### config.mk
export PLATFORM = sky130hd
export DESIGN_NAME = axi4_lite_arbiter
export DESIGN_NICKNAME = d
export VERILOG_FILES = /design/src/rtl/axi4_lite_arbiter.sv
export SDC_FILE = /design/constraint.sdc
export NUM_CORES = 1
export LEC_CHECK = 0
export ABC_AREA = 1
export BUFFER_PORTS_ARGS = -buffer_cell sky130_fd_sc_hd__buf_2
export CORE_AREA = 10 10 162 164
export CTS_CLUSTER_DIAMETER = 150
export DETAILED_ROUTE_END_ITERATION = 10
export DIE_AREA = 0 0 172 174
export PLACE_DENSITY_LB_ADDON = 0.05
export RECOVER_POWER = 50
export SYNTH_ARGS = -nofsm -noshare
export SYNTH_HDL_FRONTEND = slang
export SYNTH_SLANG_ARGS = --single-unit
export TNS_END_PERCENT = 30
### constraint.sdc
create_clock -name aclk -period 1.53 [get_ports aclk]
set_input_delay 0.153 -clock aclk [delete_from_list [all_inputs] [get_ports aclk]]
set_output_delay 0.153 -clock aclk [all_outputs]
set_load 0.05 [all_outputs]
### src/rtl/axi4_lite_arbiter.sv
// Two-master to one-slave AXI4-Lite arbiter, independent round-robin read/write paths; AXI_ARB_STATS_EN adds grant counters.
// Latency: one registered arbitration cycle in IDLE, then pass-through muxing until the response handshake.
// Backpressure: slave READY/VALID is routed only to the granted master; the other master's requests stay pending.
module axi4_lite_arbiter #(
  parameter int Addr_Width = 32,
  parameter int Data_Width = 32,
  parameter int CNT_W      = 16
) (
  input  logic                    aclk,
  input  logic                    areset,
`ifdef AXI_ARB_STATS_EN
  output logic [CNT_W-1:0]        wr_gnt_cnt0,
  output logic [CNT_W-1:0]        wr_gnt_cnt1,
  output logic [CNT_W-1:0]        rd_gnt_cnt0,
  output logic [CNT_W-1:0]        rd_gnt_cnt1,
`endif
  input  logic [Addr_Width-1:0]   m0_awaddr,
  input  logic                    m0_awvalid,
  output logic                    m0_awready,
  input  logic [Data_Width-1:0]   m0_wdata,
  input  logic [Data_Width/8-1:0] m0_wstrb,
  input  logic                    m0_wvalid,
  output logic                    m0_wready,
  output logic [1:0]              m0_bresp,
  output logic                    m0_bvalid,
  input  logic                    m0_bready,
  input  logic [Addr_Width-1:0]   m0_araddr,
  input  logic                    m0_arvalid,
  output logic                    m0_arready,
  output logic [Data_Width-1:0]   m0_rdata,
  output logic [1:0]              m0_rresp,
  output logic                    m0_rvalid,
  input  logic                    m0_rready,
  input  logic [Addr_Width-1:0]   m1_awaddr,
  input  logic                    m1_awvalid,
  output logic                    m1_awready,
  input  logic [Data_Width-1:0]   m1_wdata,
  input  logic [Data_Width/8-1:0] m1_wstrb,
  input  logic                    m1_wvalid,
  output logic                    m1_wready,
  output logic [1:0]              m1_bresp,
  output logic                    m1_bvalid,
  input  logic                    m1_bready,
  input  logic [Addr_Width-1:0]   m1_araddr,
  input  logic                    m1_arvalid,
  output logic                    m1_arready,
  output logic [Data_Width-1:0]   m1_rdata,
  output logic [1:0]              m1_rresp,
  output logic                    m1_rvalid,
  input  logic                    m1_rready,
  output logic [Addr_Width-1:0]   s_awaddr,
  output logic                    s_awvalid,
  input  logic                    s_awready,
  output logic [Data_Width-1:0]   s_wdata,
  output logic [Data_Width/8-1:0] s_wstrb,
  output logic                    s_wvalid,
  input  logic                    s_wready,
  input  logic [1:0]              s_bresp,
  input  logic                    s_bvalid,
  output logic                    s_bready,
  output logic [Addr_Width-1:0]   s_araddr,
  output logic                    s_arvalid,
  input  logic                    s_arready,
  input  logic [Data_Width-1:0]   s_rdata,
  input  logic [1:0]              s_rresp,
  input  logic                    s_rvalid,
  output logic                    s_rready
);

  typedef enum logic [1:0] {W_IDLE, W_ADDR, W_RESP} w_state_t;
  typedef enum logic [1:0] {R_IDLE, R_ADDR, R_RESP} r_state_t;

  w_state_t w_state;
  r_state_t r_state;
  logic     w_gnt, wr_last, aw_done, w_done;
  logic     r_gnt, rd_last;
  logic     aw_hs, w_hs, b_hs, ar_hs, r_hs;
  logic     wa0, wa1, wb0, wb1, ra0, ra1, rb0, rb1;

  assign wa0 = (w_state == W_ADDR) && !w_gnt;
  assign wa1 = (w_state == W_ADDR) &&  w_gnt;
  assign wb0 = (w_state == W_RESP) && !w_gnt;
  assign wb1 = (w_state == W_RESP) &&  w_gnt;
  assign ra0 = (r_state == R_ADDR) && !r_gnt;
  assign ra1 = (r_state == R_ADDR) &&  r_gnt;
  assign rb0 = (r_state == R_RESP) && !r_gnt;
  assign rb1 = (r_state == R_RESP) &&  r_gnt;

  // Slave-side request path; a channel's VALID is masked once its handshake is done.
  assign s_awaddr  = w_gnt ? m1_awaddr : m0_awaddr;
  assign s_wdata   = w_gnt ? m1_wdata  : m0_wdata;
  assign s_wstrb   = w_gnt ? m1_wstrb  : m0_wstrb;
  assign s_awvalid = (wa0 && m0_awvalid || wa1 && m1_awvalid) && !aw_done;
  assign s_wvalid  = (wa0 && m0_wvalid  || wa1 && m1_wvalid)  && !w_done;
  assign s_bready  = wb0 && m0_bready || wb1 && m1_bready;
  assign s_araddr  = r_gnt ? m1_araddr : m0_araddr;
  assign s_arvalid = ra0 && m0_arvalid || ra1 && m1_arvalid;
  assign s_rready  = rb0 && m0_rready || rb1 && m1_rready;

  assign aw_hs = s_awvalid && s_awready;
  assign w_hs  = s_wvalid  && s_wready;
  assign b_hs  = s_bvalid  && s_bready;
  assign ar_hs = s_arvalid && s_arready;
  assign r_hs  = s_rvalid  && s_rready;

  // Master-side returns depend only on registered state and slave signals.
  assign m0_awready = wa0 && !aw_done && s_awready;
  assign m1_awready = wa1 && !aw_done && s_awready;
  assign m0_wready  = wa0 && !w_done && s_wready;
  assign m1_wready  = wa1 && !w_done && s_wready;
  assign m0_bvalid  = wb0 && s_bvalid;
  assign m1_bvalid  = wb1 && s_bvalid;
  assign m0_bresp   = wb0 ? s_bresp : 2'b00;
  assign m1_bresp   = wb1 ? s_bresp : 2'b00;
  assign m0_arready = ra0 && s_arready;
  assign m1_arready = ra1 && s_arready;
  assign m0_rvalid  = rb0 && s_rvalid;
  assign m1_rvalid  = rb1 && s_rvalid;
  assign m0_rdata   = rb0 ? s_rdata : '0;
  assign m1_rdata   = rb1 ? s_rdata : '0;
  assign m0_rresp   = rb0 ? s_rresp : 2'b00;
  assign m1_rresp   = rb1 ? s_rresp : 2'b00;

  always_ff @(posedge aclk) begin
    if (areset) begin
      w_state <= W_IDLE;
      w_gnt   <= 1'b0;
      wr_last <= 1'b1;
      aw_done <= 1'b0;
      w_done  <= 1'b0;
    end else begin
      case (w_state)
        W_IDLE: if (m0_awvalid || m1_awvalid) begin
          w_gnt   <= (m0_awvalid && m1_awvalid) ? !wr_last : m1_awvalid;
          w_state <= W_ADDR;
        end
        W_ADDR: if ((aw_done || aw_hs) && (w_done || w_hs)) begin
          aw_done <= 1'b0;
          w_done  <= 1'b0;
          w_state <= W_RESP;
        end else begin
          if (aw_hs) aw_done <= 1'b1;
          if (w_hs)  w_done  <= 1'b1;
        end
        W_RESP: if (b_hs) begin
          wr_last <= w_gnt;
          w_state <= W_IDLE;
        end
        default: w_state <= W_IDLE;
      endcase
    end
  end

  always_ff @(posedge aclk) begin
    if (areset) begin
      r_state <= R_IDLE;
      r_gnt   <= 1'b0;
      rd_last <= 1'b1;
    end else begin
      case (r_state)
        R_IDLE: if (m0_arvalid || m1_arvalid) begin
          r_gnt   <= (m0_arvalid && m1_arvalid) ? !rd_last : m1_arvalid;
          r_state <= R_ADDR;
        end
        R_ADDR: if (ar_hs) r_state <= R_RESP;
        R_RESP: if (r_hs) begin
          rd_last <= r_gnt;
          r_state <= R_IDLE;
        end
        default: r_state <= R_IDLE;
      endcase
    end
  end

`ifdef AXI_ARB_STATS_EN
  localparam logic [CNT_W-1:0] CNT_ONE = 1;

  always_ff @(posedge aclk) begin
    if (areset) begin
      wr_gnt_cnt0 <= '0;
      wr_gnt_cnt1 <= '0;
      rd_gnt_cnt0 <= '0;
      rd_gnt_cnt1 <= '0;
    end else begin
      if (b_hs && !w_gnt && !(&wr_gnt_cnt0)) wr_gnt_cnt0 <= wr_gnt_cnt0 + CNT_ONE;
      if (b_hs &&  w_gnt && !(&wr_gnt_cnt1)) wr_gnt_cnt1 <= wr_gnt_cnt1 + CNT_ONE;
      if (r_hs && !r_gnt && !(&rd_gnt_cnt0)) rd_gnt_cnt0 <= rd_gnt_cnt0 + CNT_ONE;
      if (r_hs &&  r_gnt && !(&rd_gnt_cnt1)) rd_gnt_cnt1 <= rd_gnt_cnt1 + CNT_ONE;
    end
  end
`endif

endmodule

# Word level (Yosys, flattened, before mapping)

Index checks and enable logic that the tools add are counted.

Mux-type cells: 24
Reduce and logical (&&, ||, !) cells: 69
Equal/unequal tests: 10

Operator list:

| operator             | number |
|---|---|
| $mux W32             | 5 |
| $logic_and A1 B1 Y1  | 42 |
| $mux W2              | 10 |
| $pmux W2 S3          | 2 |
| $reduce_and A2 Y1    | 6 |
| $ne A2 B2 Y1 const B | 5 |
| $logic_or A1 B1 Y1   | 9 |
| $logic_not A1 Y1     | 6 |
| $mux W1              | 6 |
| $reduce_and A3 Y1    | 2 |
| $eq A2 B1 Y1 const B | 2 |
| $eq A2 B2 Y1 const B | 2 |
| $logic_not A2 Y1     | 2 |
| $mux W4              | 1 |
| $reduce_bool A2 Y1   | 2 |
| $ne A2 B1 Y1 const B | 1 |

Bits of input ports: 253
Logic and storage cells: 111
Output and inout bits: 187
Register bits: 10

# Logic depth before layout (Yosys ltp)

Word-level depth: 10
Depth in mapped cells: 9
Depth with buffers taken out: 9

# Least setup slack after synthesis

Ideal clock, no wire load.

Path type: register -> output
Start point: reg w_gnt
End point: out m0_awready
Data arrival time: 1,804 ps
Stages on the path, launching flop included: 6
Required time: 1,377 ps
Buffers on the path: 2
Setup slack: -427 ps
Cell sequence: dfxtp_1 buf_4 buf_2 nor2_1 inv_1 nor3_1

Word-level cells in the longest chain between the ends: 4

Ends and longest elaborated chain:

| item                             | RTL line | source |
|---|---|---|
| from (decl)                      | 75       | `logic w_gnt, wr_last, aw_done, w_done;` |
| from (signal assigned)           | 134      | `w_gnt <= (m0_awvalid && m1_awvalid) ? !wr_last : m1_awvalid;` |
| $logic_not A1 Y1                 | 80       | `assign wa0 = (w_state == W_ADDR) && !w_gnt;` |
| $logic_and A1 B1 Y1              | 80       |  |
| $logic_and A1 B1 Y1 (2 in a row) | 107      | `assign m0_awready = wa0 && !aw_done && s_awready;` |
| to (decl)                        | 19       | `output logic m0_awready,` |

No other way between the ends.

# Worst setup path after layout

Start point: reg r_gnt
End point: out m1_rdata[25]

Word-level cells in the longest chain between the ends: 2

Ends and longest elaborated chain:

| item                   | RTL line | source |
|---|---|---|
| from (decl)            | 76       | `logic r_gnt, rd_last;` |
| from (signal assigned) | 162      | `r_gnt <= (m0_arvalid && m1_arvalid) ? !rd_last : m1_arvalid;` |
| $logic_and A1 B1 Y1    | 87       | `assign rb1 = (r_state == R_RESP) && r_gnt;` |
| $mux W32               | 120      | `assign m1_rdata = rb1 ? s_rdata : '0;` |
| to (decl)              | 47       | `output logic [Data_Width-1:0] m1_rdata,` |

No other way between the ends.

==> qor.csv <==
stage,metric,value,unit
clock_tree,Clock Sinks,10,
clock_tree,Num CTS Buffers,3,
clock_tree,Clock transition at path regs,0.04,ns
sta,RSZ-0062 raised after global routing,yes,
worst_setup_path,Startpoint Class,flop,
cells_and_area,Nets,1235,
worst_setup_path,"Req. time, crit path",1.38,ns
synth,Syn Area/Cell,4.235,µm²
floorplan,die area,29930,µm²
clock_tree,CTS Buffer Depth,2,
worst_setup_path,CP max FO,35,
floorplan,row cnt,56,
pwr,Switch Pwr,1808,µW
sta,Final Hold Viols,0,
flow_run,MaxCap Viol Count,0,
clock_tree,H-tree level count,1,
cells_and_area,layout cells sized above 1,0.5382,
sta,Worst Skew,0.0008228,ns
sta,"Slew Viols, Final",0,
global_routing,antenna violations before repair,1,
pwr,Sw Ratio,0.5537,
detailed_routing,Post-Route WL,20.79,mm
detailed_routing,vias per inst,3.646,
detailed_routing,Remaining DRCs,0,
pwr,PD cells,548.1,nW/µm²
sta,final worst slack,0.006373,ns
detailed_routing,DR vias,4638,
clock_tree,clk root buf,clkbuf_16,
pwr,Leakage,0.003691,µW
worst_setup_path,Worst EP arrival,1.37,ns
place,gp weighted congestion,0.7965,
place,dpl hpwl,17.71,mm
synth,post-synthesis sequential area ratio,0.08705,
pwr,Clock Power Share,0.158,
clock_tree,CTS tree,built,
floorplan,Starting Density,0.09946,
detailed_routing,Wirelength per Cell,16.34,µm
detailed_routing,initial DRC count,119,
global_routing,vias in the first global route,4594,
cells_and_area,Layout area overhead,159.0,%
floorplan,chip height,174,µm
detailed_routing,Post-DRT Antenna Nets,0,
cells_and_area,# fillers,2714,
cells_and_area,Reg area,205.2,µm²
floorplan,Die W,172,µm
clock_tree,clk_lat worst skew,0.23,ns
place,Worst Setup Slack post-DPL,0.1064,ns
global_routing,GRT Total Usage,0.1217,
synth,Mapped Nets,796,
synth,"Cell Area, Synth",2300,µm²
cells_and_area,Multi-input gate area,1874,µm²
status,status,"complete, no violations",
global_routing,first-pass GRT wire length,28.40,mm
synth,gate count after technology mapping,543,
global_routing,grt ovf,0,
detailed_routing,first-pass detailed-route iteration total,4,
clock_tree,hold buffer count at CTS,0,
pwr,Seq pwr share,0.089,
sta,minimum clock period,1.524,ns
sta,worst-margin pin slew,0.2997,ns
sta,crit share post-route,0.9958,
worst_setup_path,critical path class,flop to output pin,
floorplan,Core Box Area,23120,µm²
sta,slew margin rel.,0.8010,
synth,distinct cell type count after synthesis,21,
global_routing,largest net degree at the start of global routing,36,
pwr,Internal,1457,µW
worst_hold_path,Hold Path Class,input pin to flop,
pwr,Combinational Power Share,0.753,
sta,worst hold margin,0.2116,ns
sta,Final Setup Violations,0,
sta,Fmax,0.6563,GHz
pwr,Max VDD drop,280.4,µV
synth,synthesis-stage register bit count,10,
synth,YS warnings,0,
place,port buffer count,439,
floorplan,I/O Pins,440,
worst_setup_path,Critical Path Sink Type,output pin,
logic make-up after synthesis:
family	Yosys count	synth area share
AND/OR/NAND/NOR	429	0.7225
buffers and inverters	89	0.1529
AO/OA/AOI/OAI	15	0.03754
flip-flops	10	0.08705
power groups by stage:
stage	clock [µW]	sequential, µW	combinational, µW
2_1_floorplan	0	293	1460
6_report	514	292	2460
5_1_grt	548	294	2630
3_5_place_dp	0	294	2250
3_3_place_gp	0	294	2290
4_1_cts	536	291	2380
critical path, cell delays in order, from the launching register on:
cell     delay (ns)
dfxtp_2        0.37
inv_2          0.06
nor2_2         0.14
inv_2          0.06
buf_12         0.16
nor2_1         0.15
buf_6          0.18
layout make-up:
class / instances / area share
inverters: 60 / 0.03865
clock buffers: 4 / 0.01491
diodes: 1 / 0.0004201
flip-flops and latches: 10 / 0.03445
repair buffers: 463 / 0.5360
well taps: 290 / 0.06091
multi-input cells: 444 / 0.3146
routing by layer:
layer	part of all wire	global-route usage	wire [µm]	vias up
met5	0	0	0	-
li1	-	-	-	2458
met2	0.57	0.2562	11790	227
met3	0.11	0.04440	2219	6
met4	0.0075	0.01473	155	0
met1	0.32	0.1058	6618	1947
synth_stat cells, drive strengths merged:
master	n	area, µm²
a21oi	10	53.80
o21ai	4	20.02
inv	60	225.2
dfxtp	10	200.2
nor3	2	10.01
nand2	324	1224
nor2	89	344.1
nand4	3	18.77
buf	11	58.80
nand3	11	65.06
o22ai	1	12.51
clkbuf	18	67.56
state kept, by name, summed over array words and instances, names as in the netlist:
name / count
rd_last: 1
w_state: 2
r_gnt: 1
r_state: 2
aw_done: 1
w_gnt: 1
wr_last: 1
w_done: 1
per-stage QoR:
stage	std cells	total power [µW]	util	setup TNS, ns	area, µm²
6_report	1272	3265	0.2576	0	5957
5_1_grt	1272	3471	0.2576	-5.834	5957
4_1_cts	1266	3210	0.2341	-2.006	5414
3_5_place_dp	1261	2548	0.2139	0	4945
3_3_place_gp	1261	2580	0.2139	0	4945
2_1_floorplan	543	1754	-	-6.892	2310
timing repair:
action	4_1_cts	5_1_grt
setup endpoints to repair	151	163
resized for setup	138	164
endpoints found under the hold margin	0	0
buffers inserted	0	3
cloned	1	2
pin swaps	1	3
layout by cell type (no fill, tap or decap), drive strengths merged:
| master | netlist | routed |
|---|---|---|
| buf | 11 | 435 |
| nand2 | 324 | 324 |
| nor2 | 89 | 89 |
| inv | 60 | 60 |
| clkbuf | 18 | 32 |
| nand3 | 11 | 11 |
| a21oi | 10 | 10 |
| dfxtp | 10 | 10 |
| o21ai | 4 | 4 |
| nand4 | 3 | 3 |
| nor3 | 2 | 2 |
| diode | 0 | 1 |
| o22ai | 1 | 1 |
worst paths after layout:
path / from / end / slack (ns) / cells after the start
min: m1_awvalid / w_gnt$_SDFFE_PP0P_ / 0.21 / 3
max: r_gnt$_SDFFE_PP0P_ / m1_rdata[25] / 0.006 / 6
min reg2reg: rd_last$_SDFFE_PP1P_ / rd_last$_SDFFE_PP1P_ / 0.49 / 2
max reg2reg: w_gnt$_SDFFE_PP0P_ / aw_done$_SDFFE_PP0P_ / 0.14 / 8
(Power assumes the default switching activity.)
